### src/rtl/bus_master_ctrl.sv
// Bus master controller: queues read/write requests from the control unit in a
// small FIFO and issues them in order, one at a time, on the single-master bus.
// Returns read data and write completion, and aborts transactions that stall
// for too long.
module bus_master_ctrl #(
  parameter int unsigned ADDR_W  = 32,
  parameter int unsigned DATA_W  = 32,
  parameter int unsigned DEPTH   = 4,
  parameter int unsigned TIMEOUT = 255
) (
  input  logic              clk,
  input  logic              rst,
  input  logic              req_valid,
  output logic              req_ready,
  input  logic              req_mode,
  input  logic [ADDR_W-1:0] req_addr,
  input  logic [DATA_W-1:0] req_wdata,
  output logic [DATA_W-1:0] rdata,
  output logic              rdata_valid,
  output logic              write_done,
  output logic              err,
  output logic              busy,
  output logic [ADDR_W-1:0] BUS_addr,
  output logic [DATA_W-1:0] BUS_wdata,
  input  logic [DATA_W-1:0] BUS_rdata,
  output logic              BUS_valid,
  output logic              BUS_mode,
  input  logic              BUS_wready,
  output logic              BUS_rready,
  input  logic              BUS_rvalid
);

  localparam int unsigned PTR_W = (DEPTH > 1) ? $clog2(DEPTH) : 1;
  localparam int unsigned CNT_W = PTR_W + 1;
  localparam int unsigned TMR_W = (TIMEOUT > 1) ? $clog2(TIMEOUT + 1) : 1;
  localparam int unsigned ENT_W = 1 + ADDR_W + DATA_W;
  localparam bit          TO_EN = (TIMEOUT != 0);

  typedef enum logic [1:0] {
    ST_IDLE = 2'd0,
    ST_WR   = 2'd1,
    ST_RD   = 2'd2
  } state_e;

  // FIFO storage and pointers
  logic [ENT_W-1:0] mem_q [DEPTH];
  logic [ENT_W-1:0] mem_d [DEPTH];
  logic [PTR_W-1:0] wr_ptr_q, wr_ptr_d;
  logic [PTR_W-1:0] rd_ptr_q, rd_ptr_d;
  logic [CNT_W-1:0] count_q, count_d;

  // Control state
  state_e           state_q, state_d;
  logic [TMR_W-1:0] timer_q, timer_d;

  // Registered outputs
  logic              req_ready_q, req_ready_d;
  logic              busy_q, busy_d;
  logic [DATA_W-1:0] rdata_q, rdata_d;
  logic              rdata_valid_q, rdata_valid_d;
  logic              write_done_q, write_done_d;
  logic              err_q, err_d;
  logic [ADDR_W-1:0] bus_addr_q, bus_addr_d;
  logic [DATA_W-1:0] bus_wdata_q, bus_wdata_d;
  logic              bus_valid_q, bus_valid_d;
  logic              bus_mode_q, bus_mode_d;
  logic              bus_rready_q, bus_rready_d;

  logic              push;
  logic              pop;
  logic              timeout_hit;
  logic [ENT_W-1:0]  head;
  logic              head_mode;
  logic [ADDR_W-1:0] head_addr;
  logic [DATA_W-1:0] head_wdata;

  assign push        = req_valid & req_ready_q;
  assign head        = mem_q[rd_ptr_q];
  assign head_mode   = head[ENT_W-1];
  assign head_addr   = head[ENT_W-2 -: ADDR_W];
  assign head_wdata  = head[DATA_W-1:0];
  assign timeout_hit = TO_EN && (timer_q == TMR_W'(TIMEOUT));

  // Transaction FSM: issue the FIFO head, wait for the handshake or the timeout
  always_comb begin
    state_d       = state_q;
    timer_d       = timer_q;
    pop           = 1'b0;
    rdata_d       = rdata_q;
    rdata_valid_d = 1'b0;
    write_done_d  = 1'b0;
    err_d         = 1'b0;
    bus_addr_d    = bus_addr_q;
    bus_wdata_d   = bus_wdata_q;
    bus_valid_d   = bus_valid_q;
    bus_mode_d    = bus_mode_q;
    bus_rready_d  = bus_rready_q;

    case (state_q)
      ST_IDLE: begin
        if (count_q != CNT_W'(0)) begin
          pop          = 1'b1;
          bus_addr_d   = head_addr;
          bus_wdata_d  = head_wdata;
          bus_mode_d   = head_mode;
          bus_valid_d  = 1'b1;
          bus_rready_d = ~head_mode;
          timer_d      = '0;
          state_d      = head_mode ? ST_WR : ST_RD;
        end
      end
      ST_WR: begin
        if (BUS_wready) begin
          bus_valid_d  = 1'b0;
          write_done_d = 1'b1;
          state_d      = ST_IDLE;
        end else if (timeout_hit) begin
          bus_valid_d = 1'b0;
          err_d       = 1'b1;
          state_d     = ST_IDLE;
        end else begin
          timer_d = timer_q + TMR_W'(1);
        end
      end
      ST_RD: begin
        if (BUS_rvalid) begin
          bus_valid_d   = 1'b0;
          bus_rready_d  = 1'b0;
          rdata_d       = BUS_rdata;
          rdata_valid_d = 1'b1;
          state_d       = ST_IDLE;
        end else if (timeout_hit) begin
          bus_valid_d  = 1'b0;
          bus_rready_d = 1'b0;
          err_d        = 1'b1;
          state_d      = ST_IDLE;
        end else begin
          timer_d = timer_q + TMR_W'(1);
        end
      end
      default: begin
        bus_valid_d  = 1'b0;
        bus_rready_d = 1'b0;
        state_d      = ST_IDLE;
      end
    endcase
  end

  // FIFO bookkeeping; ready and busy are precomputed so they come straight from flops
  always_comb begin
    mem_d    = mem_q;
    wr_ptr_d = wr_ptr_q;
    rd_ptr_d = rd_ptr_q;
    if (push) begin
      mem_d[wr_ptr_q] = {req_mode, req_addr, req_wdata};
      wr_ptr_d        = wr_ptr_q + PTR_W'(1);
    end
    if (pop) begin
      rd_ptr_d = rd_ptr_q + PTR_W'(1);
    end
    count_d     = count_q + CNT_W'(push) - CNT_W'(pop);
    req_ready_d = (count_d != CNT_W'(DEPTH));
    busy_d      = (state_d != ST_IDLE) || (count_d != CNT_W'(0));
  end

  // State and output registers
  always_ff @(posedge clk or posedge rst) begin
    if (rst) begin
      mem_q         <= '{default: '0};
      wr_ptr_q      <= '0;
      rd_ptr_q      <= '0;
      count_q       <= '0;
      state_q       <= ST_IDLE;
      timer_q       <= '0;
      req_ready_q   <= 1'b0;
      busy_q        <= 1'b0;
      rdata_q       <= '0;
      rdata_valid_q <= 1'b0;
      write_done_q  <= 1'b0;
      err_q         <= 1'b0;
      bus_addr_q    <= '0;
      bus_wdata_q   <= '0;
      bus_valid_q   <= 1'b0;
      bus_mode_q    <= 1'b0;
      bus_rready_q  <= 1'b0;
    end else begin
      mem_q         <= mem_d;
      wr_ptr_q      <= wr_ptr_d;
      rd_ptr_q      <= rd_ptr_d;
      count_q       <= count_d;
      state_q       <= state_d;
      timer_q       <= timer_d;
      req_ready_q   <= req_ready_d;
      busy_q        <= busy_d;
      rdata_q       <= rdata_d;
      rdata_valid_q <= rdata_valid_d;
      write_done_q  <= write_done_d;
      err_q         <= err_d;
      bus_addr_q    <= bus_addr_d;
      bus_wdata_q   <= bus_wdata_d;
      bus_valid_q   <= bus_valid_d;
      bus_mode_q    <= bus_mode_d;
      bus_rready_q  <= bus_rready_d;
    end
  end

  assign req_ready   = req_ready_q;
  assign busy        = busy_q;
  assign rdata       = rdata_q;
  assign rdata_valid = rdata_valid_q;
  assign write_done  = write_done_q;
  assign err         = err_q;
  assign BUS_addr    = bus_addr_q;
  assign BUS_wdata   = bus_wdata_q;
  assign BUS_valid   = bus_valid_q;
  assign BUS_mode    = bus_mode_q;
  assign BUS_rready  = bus_rready_q;

endmodule

### config.mk
export PLATFORM = sky130hd
export DESIGN_NAME = bus_master_ctrl
export DESIGN_NICKNAME = d
export VERILOG_FILES = /design/src/rtl/bus_master_ctrl.sv
export SDC_FILE = /design/constraint.sdc
export NUM_CORES = 1
export LEC_CHECK = 0
export CORE_AREA = 3 3 193 195
export CTS_CLUSTER_SIZE = 14
export DETAILED_ROUTE_END_ITERATION = 12
export DIE_AREA = 0 0 196 198
export GPL_TIMING_DRIVEN = 0
export PLACE_DENSITY = 0.66
export SYNTH_ARGS = -nofsm -noshare
export SYNTH_HDL_FRONTEND = slang
export SYNTH_SLANG_ARGS = --single-unit
### constraint.sdc
create_clock -name clk -period 14.8 [get_ports clk]
set_clock_uncertainty 0.15 [all_clocks]
set_input_delay 1.48 -clock clk [delete_from_list [all_inputs] [get_ports clk]]
set_output_delay 1.48 -clock clk [all_outputs]
set_load 0.01 [all_outputs]
* After elaboration in Yosys (flattened, before gate mapping)
Cells that the tools add are included.
Cells by class: equality and inequality tests 8, add/sub/neg operators 5, reduce and logical (&&, ||, !) cells 11, multiplexer cells 36, $lt $le $gt $ge 3, bitwise operators 5
Operators with widths (count):
- 260-bit bitwise mux | 1
- 65-bit 2-to-1 mux | 3
- 65-bit binary-select mux with 2-bit select | 1
- 65-bit demux with 2-bit select | 1
- 8-bit 2-to-1 mux | 4
- 8-bit case mux with 3 select lines | 1
- 1-bit 2-to-1 mux | 16
- 2-bit 2-to-1 mux | 5
- 3-bit nonzero test | 3
- 8-bit by 1-bit adder with 8-bit output (second input constant) | 1
- 8-bit equality test (second input constant) | 1
- 3-bit >= comparator (second input constant) | 2
- 2-bit != test (second input constant) | 3
- 3-bit != test (second input constant) | 2
- 2-bit NOT with 3-bit output | 2
- 1-bit case mux with 3 select lines | 2
- 2-bit case mux with 3 select lines | 1
- 2-bit by 1-bit adder with 2-bit output (second input constant) | 2
- 2-bit AND reduction | 2
- 4-bit AND reduction | 1
- 3-bit by 1-bit adder with 3-bit output | 1
- 3-bit by 1-bit less-than comparator with 1-bit output (second input constant) | 1
- 3-bit AND reduction | 1
- 3-bit by 1-bit subtractor with 3-bit output | 1
- other kinds (9) | 10
Storage, ports and cells: logic and storage cells 88, output and inout port bits 104, flip-flop bits (word level) 381

* Depth between registers and ports, before layout
depth in word-level cells 9, depth in mapped cells 13, gate-level depth less buffers 12

* Least setup slack after synthesis
No wires, ideal clock.
path kind input to register, start point input req_valid, end point register busy_q, in the netlist busy, path slack 11.607 ns, data arrival time 2.913 ns, cell stages on the path 9, setup time 0.129 ns, buffers on the path 0, path through nand2_1 > ha_1 > inv_1 > ha_1 > fa_1 > xnor2_1 > xnor2_1 > nor3_1 > o31ai_1
On the way: cells in the longest elaborated chain, start to end 5
Ends and longest elaborated chain:
- from (decl) | RTL line 13 | input logic req_valid,
- 1-bit AND | RTL line 77 | assign push = req_valid & req_ready_q;
- 3-bit by 1-bit adder with 3-bit output | RTL line 161 | count_d = count_q + CNT_W'(push) - CNT_W'(pop);
- 3-bit by 1-bit subtractor with 3-bit output | RTL line 161
- net count_d[2] | RTL line 50 | logic [CNT_W-1:0] count_q, count_d;
- 3-bit nonzero test | RTL line 163 | busy_d = (state_d != ST_IDLE) || (count_d != CNT_W'(0));
- 1-bit logical OR | RTL line 163
- net busy_d | RTL line 58 | logic busy_q, busy_d;
- to (signal assigned) | RTL line 194 | busy_q <= busy_d;
- to (decl) | RTL line 58
The timed path passes the listed nets, and every way through them passes these cells. A chain may end at the register's enable or synchronous reset.

* Worst setup path in the final report
start point register count_q[0], end point register busy_q, in the netlist busy
On the way: cells in the longest elaborated chain, start to end 6, elaborated cells between the ends (all ways) 10, those cells by class 2 x add/sub; 4 x mux; 4 x reduce/logical
Ends and longest elaborated chain:
- from (decl) | RTL line 50
- from (signal assigned) | RTL line 190 | count_q <= count_d;
- 3-bit nonzero test | RTL line 101 | if (count_q != CNT_W'(0)) begin
- 1-bit 2-to-1 mux | RTL line 101
- 1-bit 2-to-1 mux | RTL line 99 | case (state_q)
- net pop | RTL line 70 | logic pop;
- 3-bit by 1-bit subtractor with 3-bit output | RTL line 161
- net count_d[2] | RTL line 50
- 3-bit nonzero test | RTL line 163
- 1-bit logical OR | RTL line 163
- net busy_d | RTL line 58
The timed path passes the listed nets, and every way through them passes these cells.

==> metrics.csv <==
metric;value;unit
clock-sinks;381;
vias_per_cell;5.17;
min_period_over_period;25.8;%
relSlewSlack;48.3;%
vias;9504;
area_growth;25.5;%
start_util;45.0;%
min_path_type;reg2reg;
cts-buffers-inserted;42;
final_antenna_net_count;0;
tightest_slew;0.776;ns
rr_worst_depth;11;
grt_setup_unrepaired;false;
synth_nets;1210;
worstHoldPathCells;2;
fp.coreArea;35600;um^2
antenna_found_initial;2;
cts.path.max_buffers;3;
grt_max_degree;128;
postCtsSetupBuffers;0;
hold_end;BUS_addr[20];
htree_levels;2;
dieArea;38800;um^2
hold_slack;0.321;ns
clk_latency;0.54;ns
use_met3;3.32;%
yosysSeqAreaShare;59.6;%
peakVddDrop;0.108;mV
drt-wirelength-per-cell;18.9;um
fmax;262;MHz
syn_inst;1096;
power.leakage;8.81;nW
syn_avg_cell_area;14.6;um^2
synth-seq-cells;381;
track_usage;18.3;%
drt_iter0_drc;372;
outcome;complete, no violations;
root_buffer;clkbuf_16;
hold_viol;0;
rows;69;
clk_pin_slew;0.06;ns
grt_pass1_vias;10300;
crit_path_start;count_q[0];
timing_worst_setup_path_type;reg2reg;
first_pass_iters;6;
setup.worst_path.start_class;flip-flop;
final_nets;1462;
finalMaxSlewViolations;0;
finalCriticalPeriod;3.82;ns
finalPower;0.00474;W
place_area;18700;um^2
synth_cell_types;35;
report.final.setup_viol;0;
cts_tree;yes;
yosys_warnings;0;
drive_gt1_share;33.3;%
io_pins;206;
dp_slack;10.82;ns
worstReg2RegStart;count_q[0];
cp.required;15.04;ns
dieHeight;198;um
grt_busiest_layer;met2;
worst_slack;10.98;ns
cts_hold_buf;0;
hp-start;BUS_addr[20];
portBuffers;205;
power_density;236;nW/um^2
hpwl;23100;um
syn_area;16000;um^2
drt-total-wl;34800;um
ctsResizeCount;0;
final_core_util;56.5;%
ff2ff_setup_slack;10.98;ns
place_congestion;0.737;
cp.arrival;4.05;ns
postLayoutCellArea;20100;um^2
drc_errors;0;
crit_path_end_kind;flip-flop;
grt_pass1_wl;56800;um
critPathMaxFanout;10;
grt_use_met1;25.5;%
maxCapViolCount;0;
die_width;196;um
r2r_end;busy;
overflow;0;
grt_use_met2;30.3;%
## Yosys cell counts (all sizes together)
cell type / number / area [um^2]
and3: 3 / 18.8
xnor2: 5 / 43.8
a211oi: 1 / 7.51
nor2: 3 / 11.3
fa: 1 / 20.0
a21oi: 4 / 20.0
ha: 11 / 138
mux4: 65 / 1460
nor3: 2 / 10.0
or4b: 1 / 10.0
a22oi: 1 / 7.51
o311ai: 3 / 26.3
a31oi: 1 / 6.26
inv: 10 / 37.5
mux2i: 3 / 30.0
nand2b: 9 / 56.3
and4: 3 / 26.3
nand2: 206 / 773
nand3: 8 / 40.0
clkbuf: 22 / 82.6
and2: 1 / 6.26
nand4b: 3 / 32.5
nand4: 2 / 12.5
buf: 40 / 201
o21ai: 6 / 30.0
a2bb2oi: 1 / 8.76
dfrtp: 381 / 9530
o31ai: 5 / 42.5
nor4b: 1 / 8.76
mux2: 293 / 3300
clkinv: 1 / 3.75
## routing by layer
layer  share of wire [%]  vias to the layer above
li1                    -                     4380
met1                  46                     4893
met2                  48                      180
met3                 4.2                       47
met4                 1.7                        4
met5               0.083                        -
## report_power, final
group / switching, W / leakage, nW / internal [W]
Sequential: 0.000249 / 4.57 / 0.00157
Clock: 0.000409 / 0.669 / 0.000613
Combinational: 0.000826 / 3.57 / 0.00108
## worst max-delay path by stage
| stage | endpoint | cells past startpoint |
|---|---|---|
| after floorplan | BUS_addr[0] | 1 |
| after global placement | BUS_wdata[28] | 2 |
| after detailed placement | busy | 10 |
| after CTS | busy | 11 |
| after global routing | busy | 11 |
| final | busy | 11 |
## through the flow
stage	setup TNS (ns)	cells
final	0	1839
after CTS	0	1838
after global placement	-740.40	1762
after global routing	0	1838
after floorplan	0	1096
after detailed placement	0	1765
## registers in the layout, indices dropped and copies added, names as in the netlist, 2 cells and up
| register | flops |
|---|---|
| wr_ptr_q | 2 |
| rd_ptr_q | 2 |
| rdata | 32 |
| mem_q | 260 |
| BUS_addr | 32 |
| state_q | 2 |
| timer_q | 8 |
| count_q | 3 |
| BUS_wdata | 32 |
## cell families (layout without fill, tap and decap cells)
logic type / after synthesis / count (layout) / synth area share, %
buf+inv: 73 / 354 / 2.03
fa+ha+maj: 12 / 12 / 0.985
flops: 381 / 381 / 59.6
other cells: 0 / 1 / 0
mux: 361 / 361 / 29.9
compound gates: 22 / 22 / 0.930
simple gates: 242 / 242 / 6.28
xor+xnor: 5 / 5 / 0.274
## critical path, cell delays in order, from the launching register on
cell and delay, ns:
dfrtp_1 0.42, o31ai_2 0.55, clkinv_1 0.59, clkbuf_1 0.38, ha_1 0.35, inv_1 0.04, ha_1 0.18, fa_1 0.38
xnor2_1 0.15, xnor2_1 0.15, nor3_1 0.21, o31ai_1 0.13
## cells in the final DEF, fill, tap and decap left out, drive strengths merged
master,synthesis,final
dfrtp,381,381
mux2,293,293
nand2,206,206
clkdlybuf4s50,0,205
clkbuf,22,90
mux4,65,65
buf,40,43
ha,11,11
inv,10,11
nand2b,9,9
nand3,8,8
o21ai,6,6
xnor2,5,5
o31ai,5,5
a21oi,4,4
clkinv,1,4
nor2,3,3
and3,3,3
and4,3,3
mux2i,3,3
o311ai,3,3
nand4b,3,3
nor3,2,2
nand4,2,2
diode,0,1
nor4b,1,1
a22oi,1,1
and2,1,1
or4b,1,1
a211oi,1,1
a2bb2oi,1,1
a31oi,1,1
fa,1,1
bufinv,0,1
## final cells by class
type	count	area (um^2)
Multi-Input combinational cell	642	6150
Clock inverter	5	78.8
Inverter	11	48.8
Buffer	62	284
Antenna cell	1	2.50
Sequential cell	381	9530
Timing Repair Buffer	208	2130
Fill cell	3032	15500
Clock buffer	68	1290
Tap cell	461	577
Note: power is estimated with default switching activity, not from simulation.
